[src/rtl/model_sel_signal.sv]
// rtl/model_sel_signal.sv - pointer-selected word picker with registered valid/ready output stage
module model_sel_signal #(
  parameter  int WIDTH     = 32,
  parameter  int HEIGHT    = 32,
  parameter  int RESET_SEL = 0,
  localparam int SEL_W     = $clog2(HEIGHT)
) (
  input  logic             clk,
  input  logic             rst,
  input  logic [WIDTH-1:0] in [HEIGHT-1:0],
  input  logic             mode,
  input  logic             en,
  input  logic             sel_load,
  input  logic [SEL_W-1:0] sel_in,
  input  logic             out_ready,
  output logic             out_valid,
  output logic [WIDTH-1:0] out,
  output logic [SEL_W-1:0] out_sel,
  output logic             sel_err,
  output logic [SEL_W-1:0] ptr
);

  // One extra bit so HEIGHT itself is representable when HEIGHT is a power of two.
  localparam logic [SEL_W:0]   HEIGHT_X = (SEL_W+1)'(HEIGHT);
  localparam logic [SEL_W-1:0] LAST_SEL = SEL_W'(HEIGHT - 1);
  localparam logic [SEL_W-1:0] RST_SEL  = SEL_W'(RESET_SEL);

  logic             cap;
  logic             sel_ok;
  logic [SEL_W-1:0] ptr_nxt;

  // A new word may enter only when the output register is empty or being drained this cycle.
  assign cap    = en && (!out_valid || out_ready);
  assign sel_ok = ({1'b0, sel_in} < HEIGHT_X);

  // Pointer next value: a load request (legal or not) pre-empts the scan step, so an
  // illegal load also suppresses that cycle's auto-advance.
  always_comb begin
    ptr_nxt = ptr;
    if (sel_load) begin
      if (sel_ok) begin
        ptr_nxt = sel_in;
      end
    end else if (mode && cap) begin
      ptr_nxt = (ptr == LAST_SEL) ? '0 : ptr + SEL_W'(1);
    end
  end

  // Pointer register and the one-cycle rejected-load flag.
  always_ff @(posedge clk) begin
    if (rst) begin
      ptr     <= RST_SEL;
      sel_err <= 1'b0;
    end else begin
      ptr     <= ptr_nxt;
      sel_err <= sel_load && !sel_ok;
    end
  end

  // Output stage: capture in[ptr] using the pre-update pointer, hold under backpressure,
  // clear valid on a handshake with no new capture.
  always_ff @(posedge clk) begin
    if (rst) begin
      out_valid <= 1'b0;
      out       <= '0;
      out_sel   <= '0;
    end else if (cap) begin
      out_valid <= 1'b1;
      out       <= in[ptr];
      out_sel   <= ptr;
    end else if (out_valid && out_ready) begin
      out_valid <= 1'b0;
    end
  end

endmodule

[config.mk]
export PLATFORM = sky130hd
export DESIGN_NAME = model_sel_signal
export DESIGN_NICKNAME = d
export VERILOG_FILES = /design/src/rtl/model_sel_signal.sv
export SDC_FILE = /design/constraint.sdc
export NUM_CORES = 1
export LEC_CHECK = 0
export BUFFER_PORTS_ARGS = -buffer_cell sky130_fd_sc_hd__buf_2
export CORE_AREA = 2 2 415 417
export DETAILED_ROUTE_END_ITERATION = 8
export DIE_AREA = 0 0 417 419
export PLACE_DENSITY = 0.3
export SYNTH_ARGS = -nofsm -noshare
export SYNTH_HDL_FRONTEND = slang
export SYNTH_SLANG_ARGS = --single-unit
[constraint.sdc]
create_clock -name clk -period 6.7 [get_ports clk]
set_input_delay 0.335 -clock clk [delete_from_list [all_inputs] [get_ports clk]]
set_output_delay 0.335 -clock clk [all_outputs]
set_load 0.02 [all_outputs]
; Word level (Yosys, flattened, before mapping)
; Cells that the tools add are included.
[totals]
regBits = 43
in_bits = 1035
[classes]
n_addsub = 1
n_lt_le_gt_ge = 1
eq_ne = 1
muxes = 7
reduce_logical = 7
[op_table]
columns = op, count
row1 = 32-bit binary-select mux with 5-bit select, 1
row2 = 32-bit 2-to-1 mux, 1
row3 = 5-bit 2-to-1 mux, 3
row4 = "5-bit by 6-bit less-than comparator with 1-bit output, second input constant", 1
row5 = "5-bit by 1-bit adder with 5-bit output, second input constant", 1
row6 = "5-bit equality test, second input constant", 1
row7 = 2-bit nonzero test, 2
row8 = 1-bit logical AND, 3
row9 = 1-bit 2-to-1 mux, 2
row10 = 1-bit zero test, 1
row11 = 1-bit logical OR, 1

; Logic depth before layout (Yosys ltp)
; Gate-level depths: netlist (run 1).
[depth]
ltp_word = 6
ltp_mapped = 9

; Least setup slack after synthesis (run 1)
; No wires, ideal clock.
[synth_path]
kind = register to register
from = reg ptr[2]
to = reg ptr[2]
setup_time_ns = 0.091
arrival_ns = 2.169
path_slack_ns = 4.440
stages_incl_launch_ff = 9
n_path_buf = 4
synth_period_minus_slack_ns = 2.260
cell_sequence = dfxtp_1 > buf_2 > buf_6 > buf_4 > clkbuf_1 > and3_1 > ha_1 > or4b_1 > a311oi_1
[synth_between]
elab_chain_len = 4
word_cells_on_any_way = 5
cone_classes = 1 x add/sub / 1 x eq/ne / 3 x mux
[synth_lines]
columns = item, line
row1 = from (decl), 20  ; output logic [SEL_W-1:0] ptr
row2 = from (signal assigned), 55  ; ptr <= ptr_nxt;
row3 = 5-bit by 1-bit adder with 5-bit output / 5-bit equality test (equally long branches), 45  ; ptr_nxt = (ptr == LAST_SEL) ? '0 : ptr + SEL_W'(1);
row4 = 5-bit 2-to-1 mux *, 45
row5 = 5-bit 2-to-1 mux *, 44  ; end else if (mode && cap) begin
row6 = 5-bit 2-to-1 mux *, 40  ; if (sel_load) begin
; Mark *: on every way between the ends. The rest lies on a longest branch, timed or not. The select of a mux whose other input is x is not followed.
; A chain may end at the register's enable or synchronous reset.

; Final worst setup path (run 1)
[layout_path]
from = reg out_valid
to = reg out[5]
[layout_between]
elab_chain_len = 3
[layout_lines]
columns = item, line
row1 = from (decl), 16  ; output logic out_valid,
row2 = from (signal assigned), 64  ; out_valid <= 1'b0;
row3 = from (signal assigned), 68  ; out_valid <= 1'b1;
row4 = from (signal assigned), 72  ; out_valid <= 1'b0;
row5 = 1-bit zero test, 33  ; assign cap = en && (!out_valid || out_ready);
row6 = 1-bit logical OR, 33
row7 = 1-bit logical AND, 33
row8 = to (signal assigned), 69  ; out <= in[ptr];
row9 = to (decl), 17  ; output logic [WIDTH-1:0] out,
; No other way between the ends.

==> metrics, run 1 <==
Slowest cell on crit path=nor3_2; peak supply drop=80.9 µV; type of the most critical hold path=in -> reg; Worst-path clk slew=0.09 ns; CTS root buffer=clkbuf_16; Synth Warn #=0; CORE AREA=171,000 µm²; worst-skew pair later-pin latency=0.35 ns; drt pass-1 iters=5; max-cap violation count=0; Buf+Inv Stages, Crit Path=1; clk sink count=43; status=finished, final reports clean; Lkg Pwr=7.31 nW; post-route ant nets=0; Post-Route Utilization=10.5%; DIE AREA=175,000 µm²; HPWL after detailed placement=112,000 µm; hold buffer count at cts=0; GR Layer Usage met1=18.6%; Fmax=around 0.29 GHz; Num CTS Buffers=5; critical path peak fanout=33; top-level I/O count=~1,100; Top delay family on crit path=simple AND/OR/NAND/NOR gates; final worst path period share=52.0%; CP max stage delay=0.98 ns; DRT Wirelength=~130,000 µm; Initial Utilization=5.85%; pwr/cell area=115 nW/µm²; fin. max-slew vios=0; number of vias per cell=3.35; Sw Share=47.4%; grt ovf=0; combinational power share=between 60% and 70%; Layout Nets=2,954; Reg power frac=approximately 17%; critical path class=reg -> reg; DR iter-0 viols=860; Post-synth EDFFs=0; # resized after CTS=0; busiest grt layer=met2; Yosys cell types=53; wire length of the first global-routing pass=156,000 µm; Psw=approximately 1000 µW; TritonCTS clock tree=done; H-tree depth=2; Top FF cell, synth=dfxtp_1; antenna violations before repair=87; Cells after Synth=931; Clk pwr share=16.7%; actual slew at the worst max-slew pin=1.25 ns; via count=approximately 14,000; Internal Power=1.09 mW; met3 track demand over resource=3.86%; Max-slew headroom=approximately 16%; routed len/inst=30.1 µm; GRT Util Overall=13.7%; #FFs+latches synth=between 40 and 50; synthesized area=approximately 10000 µm²; Avg Inst Size Synth=10.7 µm²; Port Buffers=between 1,000 and 1,500; Cell Chain, Critical Path=nand2b_1 > nand2_4 > buf_4 > nor3_2 > a22oi_1 > a31oi_1; synth-to-layout area growth=80.0%; Startpoint Class=flip-flop; grt met2 use=approximately 22%; Seq/Total Area, Yosys=8.62%; Placer Congestion=a little over 0.9; Cell Rows=152; vias in the first global route=14,300; post-synthesis async set-or-reset flop share=0%; post-layout min period=3.48 ns; residual DRC count=0; Die Height=419 µm; Worst EP arrival=3.76 ns; largest net degree at the start of global routing=105; Post CTS Setup Buffer Count=0; Die X=417 µm; clk_skew=roughly 0.012 ns; Setup TNS=0 ns; Bufs on Longest Clock Path=2; setup repair after global routing missed its margin=no; Crit. End Element=flip-flop; final setup violation count=0; layout cells sized above 1=69.8%; Synth Net Count=1,968; worst path required time=6.98 ns; Fin. Hold Viols=0
==> path summary, 6_finish.rpt <==
path                                  from         end  slack, ns  cells past startpoint
worst max register to register   out_valid      out[5]       3.22                      6
worst min register to register  out_sel[4]  out_sel[4]       0.46                      2
worst min-delay path             sel_in[0]      ptr[0]       0.26                      3
worst max-delay path             out_valid      out[5]       3.22                      6
==> worst reg2reg max path, stage by stage (launching register included) <==
cell,delay (ns)
dfxtp_1,0.33
nand2b_1,0.47
nand2_4,0.43
buf_4,0.42
nor3_2,0.98
a22oi_1,0.51
a31oi_1,0.28
==> layer usage <==
metal  part of all wire (%)  routed length, µm
met1                     45              56100
met5                   0.21                264
met3                    7.3               9140
met4                   0.87               1090
met2                     47              58900
==> area by class of cell <==
type	instances	area (µm²)
well taps	2233	2790
fillers	19800	153000
multi-input cells	756	8470
flip-flops and latches	43	876
inverters	17	65.1
repair buffers	1094	5560
clock buffers	5	125
clock inverters	3	43.8
diodes	16	40.0
==> power groups by stage <==
stage               registers [mW]  logic [mW]  clock network, mW
detailed placement           0.363        1.42                  0
global route                 0.360        1.48              0.378
CTS                          0.357        1.42              0.384
global placement             0.363        1.43                  0
floorplan                    0.332       0.645                  0
finish                       0.350        1.38              0.346
==> cells by family after synthesis <==
| family | count (synthesis) | synth area share, % |
|---|---|---|
| mux | 343 | 60.8 |
| simple gates | 211 | 9.30 |
| compound gates | 199 | 14.1 |
| buf+inv | 132 | 6.88 |
| flops | 43 | 8.62 |
| fa+ha+maj | 2 | 0.251 |
| other cells | 1 | 0.0376 |
==> state kept, by name (all words and copies together) (netlist names) <==
| signal | cells |
|---|---|
| out_valid | 1 |
| out | 32 |
| ptr | 5 |
| out_sel | 5 |
==> cell usage in the layout (no fill, tap or decap), drive strengths merged, types with 3 or more instances in the layout <==
master,instances
nor2b,20
a2bb2oi,5
and2,4
nor2,13
mux4,208
mux2i,105
clkinv,15
diode,16
inv,4
nand2b,4
a2111oi,3
mux2,30
dfxtp,43
a32oi,3
a21oi,43
clkbuf,5
a22oi,32
a211oi,4
a31oi,16
nor3,18
buf,1094
o221ai,4
o22ai,17
o21ai,14
o2bb2ai,14
nand2,131
a311o,5
a221oi,13
nand4,3
o32ai,12
nand3,11
==> synth_stat cells (4+ instances only) <==
cell,n,area (µm²)
buf_1,4,15.0
mux2_1,14,158
o2bb2ai_1,14,123
o22ai_1,17,106
a21oi_1,43,215
clkinv_1,12,45.0
nand2b_1,4,25.0
a2bb2oi_1,5,43.8
nand2_1,131,492
nor2_1,13,48.8
o21ai_0,14,70.1
nor2b_1,20,125
a22oi_1,32,240
mux2_2,16,180
clkbuf_1,54,203
o32ai_1,12,105
nor3_1,18,90.1
buf_4,23,173
mux4_2,208,4680
buf_6,10,113
o221ai_1,4,35.0
dfxtp_1,43,861
nand3_1,11,55.1
buf_2,24,120
a221oi_1,13,114
mux2i_1,105,1050
a311o_1,5,50.1
a31oi_1,16,100
a211oi_1,4,30.0
==> per-stage QoR <==
step                      worst slack [ns]  instances  hold WS (ns)  power (mW)  cell area (µm²)
after detailed placement              2.87       4143         0.451        1.78            17800
after global routing                  2.92       4152         0.258        2.22            17900
after global placement                2.90       4143         0.444        1.79            17800
final                                 3.22       4167         0.256        2.07            18000
after CTS                             3.08       4151         0.224        2.16            17900
after floorplan                       4.44        931         0.471       0.977             9980
No activity file was read; power rests on OpenSTA's default activity.
==> inputs of run 2 (changes only) <==
--- a/config.mk
+++ b/config.mk
@@ -6,9 +6,9 @@
 export NUM_CORES = 1
 export LEC_CHECK = 0
 export BUFFER_PORTS_ARGS = -buffer_cell sky130_fd_sc_hd__buf_2
-export CORE_AREA = 2 2 415 417
+export CORE_AREA = 2 2 420 422
 export DETAILED_ROUTE_END_ITERATION = 8
-export DIE_AREA = 0 0 417 419
+export DIE_AREA = 0 0 422 424
 export PLACE_DENSITY = 0.3
 export SYNTH_ARGS = -nofsm -noshare
 export SYNTH_HDL_FRONTEND = slang
==> constraint.sdc (replaced) <==
create_clock -name clk -period 3.45 [get_ports clk]
set_input_delay 0.1725 -clock clk [delete_from_list [all_inputs] [get_ports clk]]
set_output_delay 0.1725 -clock clk [all_outputs]
set_load 0.02 [all_outputs]
==> run 2 against run 1 <==
Fmax grew 8.5%. Critical endpoint is now out[1]. Final cell count increased by 4.8%. Count of clock-buffer cells in the layout rose by 2. Global-route usage fell by 0.16 points. Critical path type unchanged. First-iteration DRC count increased by 51%. Combinational power grew 110%. Sequential cell count did not move. Register-to-register slack got worse by 3.0 ns.
==> metrics, run 2 (synthesis gave the netlist of run 1 again) <==
Setup WS post-layout=0.241 ns; Post-Route Utilization=10.8%; Fin. Hold Viols=0; max-cap violation count=0; combinational power share=68.5%; setup repair after global routing missed its margin=no; Cell Rows=154; final worst path period share=around 93%; clk_skew=between 0.015 and 0.02 ns; Post CTS Setup Buffer Count=0; Crit. End Element=flip-flop; number of vias per cell=approximately 3.3; fillers=20,500; clk sink count=43; Reg power frac=15.6%; Worst EP arrival=between 3 and 4 ns; dpl cells=about 4,300; status=finished, final reports clean; Bufs on Longest Clock Path=2; largest net degree at the start of global routing=between 50 and 60; GRT Util Overall=13.6%; hold_ws=0.0892 ns; worst path required time=~3.7 ns; worst-skew pair later-pin latency=0.37 ns; most frequent cells in the layout=1,076 x buf_2, 208 x mux4_2, 130 x nand2_1; CTS root buffer=clkbuf_16; Die Height=424 µm; Lkg Pwr=approximately 7.8 nW; HPWL after detailed placement=115,000 µm; area taken by flip-flops and latches=876 µm²; TritonCTS clock tree=done; top-level I/O count=1,079; CORE AREA=about 170,000 µm²; Die X=422 µm; DR iter-0 viols=approximately 1,300; Num CTS Buffers=5; Largest Register=out; Internal Power=2.20 mW; hold buffer count at cts=0; pwr/cell area=221 nW/µm²; pre-CTS setup slack=0.0861 ns; wire length of the first global-routing pass=158,000 µm; critical path class=reg -> reg; Worst-path clk slew=0.10 ns; # resized after CTS=0; H-tree depth=2; Fmax=0.312 GHz; Final Instance Count excl. Fillers=4,368; Initial Utilization=around 5.7%; type of the most critical hold path=in -> reg; via count=14,300; drt pass-1 iters=5; actual slew at the worst max-slew pin=1.09 ns; peak supply drop=188 µV; layout cells sized above 1=71.1%; critical path peak fanout=22; Layout Nets=between 3,000 and 4,000; routed len/inst=29.1 µm; DRT Wirelength=127,000 µm; fin. max-slew vios=0; antenna violations before repair=about 110; synth-to-layout area growth=89.2%; max reg flops=32; Placer Congestion=0.939; Setup TNS=0 ns; multi-input logic area=8480 µm²; vias in the first global route=14,400; Sw Share=47.2%; Port Buffers=1,077; grt ovf=0; Clk pwr share=15.9%; final setup violation count=0; DIE AREA=179,000 µm²; Startpoint Class=flip-flop; post-route ant nets=0; post-layout min period=about 3.2 ns; residual DRC count=0; largest registers=out x32, out_sel x5, ptr x5; Psw=1.97 mW; commonest non-fill, non-tap cell in the layout=buf_2; Max-slew headroom=27.1%
## run 2: changes by cell type in the layout (fill, tap and decap cells not counted), moves of 4 or more
cell / previous run / this run
buf_12: 3 / 15
diode_2: 16 / 31
nor3_2: 2 / 6
buf_4: 15 / 82
nor3_1: 16 / 12
## run 2: critical path, cell delays in order, from the launching register on
cell	delay, ns
dfxtp_4	0.68
buf_12	0.28
buf_12	0.24
mux4_2	0.57
nor2b_1	0.15
a221oi_1	0.85
a31oi_1	0.20
## run 2: final timing paths
path,from,end,slack [ns],cells past startpoint
min reg2reg,out_sel[2],out_sel[2],0.46,2
max reg2reg,ptr[0],out[1],0.24,6
min,sel_in[4],ptr[4],0.09,3
max,ptr[0],out[1],0.24,6
## run 2: layout make-up
class,count,area share (%)
repair buffers,1173,33.4
multi-input cells,756,44.9
inverters,17,0.344
clock inverters,1,0.0331
well taps,2340,15.5
flip-flops and latches,43,4.64
clock buffers,7,0.808
diodes,31,0.411
## run 2: through the flow
stage / total power [mW] / area, µm²
after detailed placement: 3.62 / 18700
final: 4.17 / 18900
after global routing: 4.47 / 18800
after global placement: 3.63 / 18600
after CTS: 4.36 / 18800
after floorplan: 1.90 / 9980
## run 2: layer usage
| layer | vias up | track usage (%) | share of wire, % |
|---|---|---|---|
| li1 | 6053 | - | - |
| met1 | 7333 | 19.4 | 47 |
| met2 | 757 | 21.0 | 45 |
| met3 | 137 | 3.11 | 7.2 |
| met4 | 54 | 1.78 | 0.99 |
| met5 | - | 0 | 0.27 |
## run 2: power by group through the flow
stage | sequential [mW] | clock [mW] | combinational, mW
floorplan | 0.644 | 0 | 1.25
global placement | 0.676 | 0 | 2.96
detailed placement | 0.676 | 0 | 2.95
CTS | 0.665 | 0.739 | 2.96
global route | 0.667 | 0.729 | 3.07
finish | 0.650 | 0.661 | 2.86
==> inputs of run 3 (changes only) <==
--- a/config.mk
+++ b/config.mk
@@ -6,9 +6,9 @@
 export NUM_CORES = 1
 export LEC_CHECK = 0
 export BUFFER_PORTS_ARGS = -buffer_cell sky130_fd_sc_hd__buf_2
-export CORE_AREA = 2 2 420 422
+export CORE_AREA = 2 2 426 428
 export DETAILED_ROUTE_END_ITERATION = 8
-export DIE_AREA = 0 0 422 424
+export DIE_AREA = 0 0 428 430
 export PLACE_DENSITY = 0.3
 export SYNTH_ARGS = -nofsm -noshare
 export SYNTH_HDL_FRONTEND = slang
==> constraint.sdc (replaced) <==
create_clock -name clk -period 2.8 [get_ports clk]
set_input_delay 0.14 -clock clk [delete_from_list [all_inputs] [get_ports clk]]
set_output_delay 0.14 -clock clk [all_outputs]
set_load 0.02 [all_outputs]
==> run 3 against run 2 <==
Clock power up 16%. Hold slack lost 0.035 ns. Register-to-register slack worse by 0.15 ns. First-iteration DRC count is 28% lower. Final cell count grew 1.3%. Non-clock buffer count grew 42. Utilization shrank 0.056 points. Worst setup slack worse by 0.15 ns. Count of clock-buffer cells in the layout down 2. Critical path type unchanged. Critical endpoint is now out[3].
==> metrics, run 3 (synthesis gave the netlist of run 1 again) <==
worst path required time=3.00 ns; HPWL after detailed placement=124,000 µm; Die X=428 µm; DR iter-0 viols=937; Initial Utilization=5.55%; critical path class=reg -> reg; Max-slew headroom=34.6%; CORE AREA=about 180,000 µm²; Worst EP arrival=2.91 ns; drt pass-1 iters=5; residual DRC count=0; largest registers=out x32, out_sel x5, ptr x5; Placer Congestion=0.970; Fmax=0.369 GHz; pwr/cell area=271 nW/µm²; peak supply drop=221 µV; clk sink count=43; final worst path period share=96.9%; Fin. Hold Viols=0; antenna violations before repair=about 140; routed len/inst=30.5 µm; fin. max-slew vios=0; most frequent cells in the layout=1,077 x buf_2, 208 x mux4_2, 130 x nand2_1; critical path peak fanout=21; commonest non-fill, non-tap cell in the layout=buf_2; setup repair after global routing missed its margin=no; status=finished, final reports clean; CTS root buffer=clkbuf_16; type of the most critical hold path=in -> reg; H-tree depth=2; CP max stage delay=approximately 0.64 ns; vias in the first global route=about 15,000; synth-to-layout area growth=93.4%; worst-skew pair later-pin latency=between 0.3 and 0.4 ns; largest net degree at the start of global routing=34; max reg flops=32; Layout Nets=slightly above 3,000; Post-Route Utilization=10.7%; clk_skew=0.0255 ns; actual slew at the worst max-slew pin=approximately 0.98 ns; DIE AREA=184,000 µm²; Bufs on Longest Clock Path=2; Slowest cell on crit path=dfxtp_4; layout cells sized above 1=71.7%; TritonCTS clock tree=done; final setup violation count=0; post-route ant nets=0; GRT Util Overall=14.0%; Lkg Pwr=7.99 nW; Cell Rows=156; Die Height=430 µm; Startpoint Class=flip-flop; Cell Chain, Critical Path=buf_12 > buf_12 > buf_4 > mux4_2 > nand2_1 > nand2_1 > a22oi_1 > a31oi_1; post-layout min period=between 2 and 3 ns; max-cap violation count=0; wire length of the first global-routing pass=~170,000 µm; Crit. End Element=flip-flop; Largest Register=out; Final Instance Count excl. Fillers=roughly 4,400; number of vias per cell=3.27; top-level I/O count=1,079; Num CTS Buffers=5; Worst-path clk slew=~0.11 ns; DRT Wirelength=135,000 µm; via count=14,500; dpl cells=4,400; Port Buffers=around 1,100; grt ovf=0
==> run 3: cell count changes in the layout (fill, tap and decap cells not counted), moves of 4 or more <==
cell and change:
nor3_2 -4, buf_12 +9, buf_4 +31, nor3_1 +4, diode_2 -17
==> run 3: repair_timing <==
item                                    CTS  global route
endpoints found under the setup margin    2             2
buffers inserted                          0             1
gates resized for setup                   2             1
hold buffers                              0             0
==> run 3: final timing paths <==
check / startpoint / slack (ns) / end / cells after the start
hold reg to reg: out_sel[1] / 0.46 / out_sel[1] / 2
hold / removal: sel_in[0] / 0.05 / ptr[0] / 3
setup / recovery: ptr[2] / 0.09 / out[3] / 8
setup reg to reg: ptr[2] / 0.09 / out[3] / 8
==> run 3: stage by stage <==
step	worst slack (ns)	area, µm²	hold slack [ns]	setup TNS (ns)	power, mW
after detailed placement	-0.0757	19100	0.446	-0.100	4.57
final	0.0873	19300	0.0541	0	5.22
after floorplan	0.540	9980	0.276	0	2.34
after CTS	0.0432	19300	0.0274	0	5.41
after global placement	-0.109	19100	0.439	-0.151	4.60
after global routing	0.0421	19300	0.0799	0	5.55
==> run 3: metal layers <==
metal	track usage, %	vias to the layer above	routed length, µm
li1	-	6115	-
met1	19.0	7269	59800
met2	23.0	782	62800
met3	3.48	214	10100
met4	1.31	80	1620
met5	0	-	529
==> run 3: worst max-delay path: cells and delay by family (launching register included) <==
| kind | cells | cell delay, ns |
|---|---|---|
| compound gates | 2 | 0.72 |
| mux | 1 | 0.29 |
| flops | 1 | 0.64 |
| buf+inv | 3 | 0.62 |
| simple gates | 2 | 0.21 |
==> run 3: cell type report <==
type	instances	area [µm²]
Clock inverter	3	23.8
Antenna cell	14	35.0
Tap cell	2370	2970
Multi-Input combinational cell	756	8480
Sequential cell	43	876
Inverter	17	66.3
Clock buffer	5	125
Fill cell	20900	160000
Timing Repair Buffer	1215	6730
==> run 3: where the power goes <==
group	switching, mW	leakage (nW)	internal, mW
Combinational	1.90	7.56	1.73
Clock	0.425	0.0665	0.340
Sequential	0.154	0.356	0.672
Total	2.48	7.99	2.74
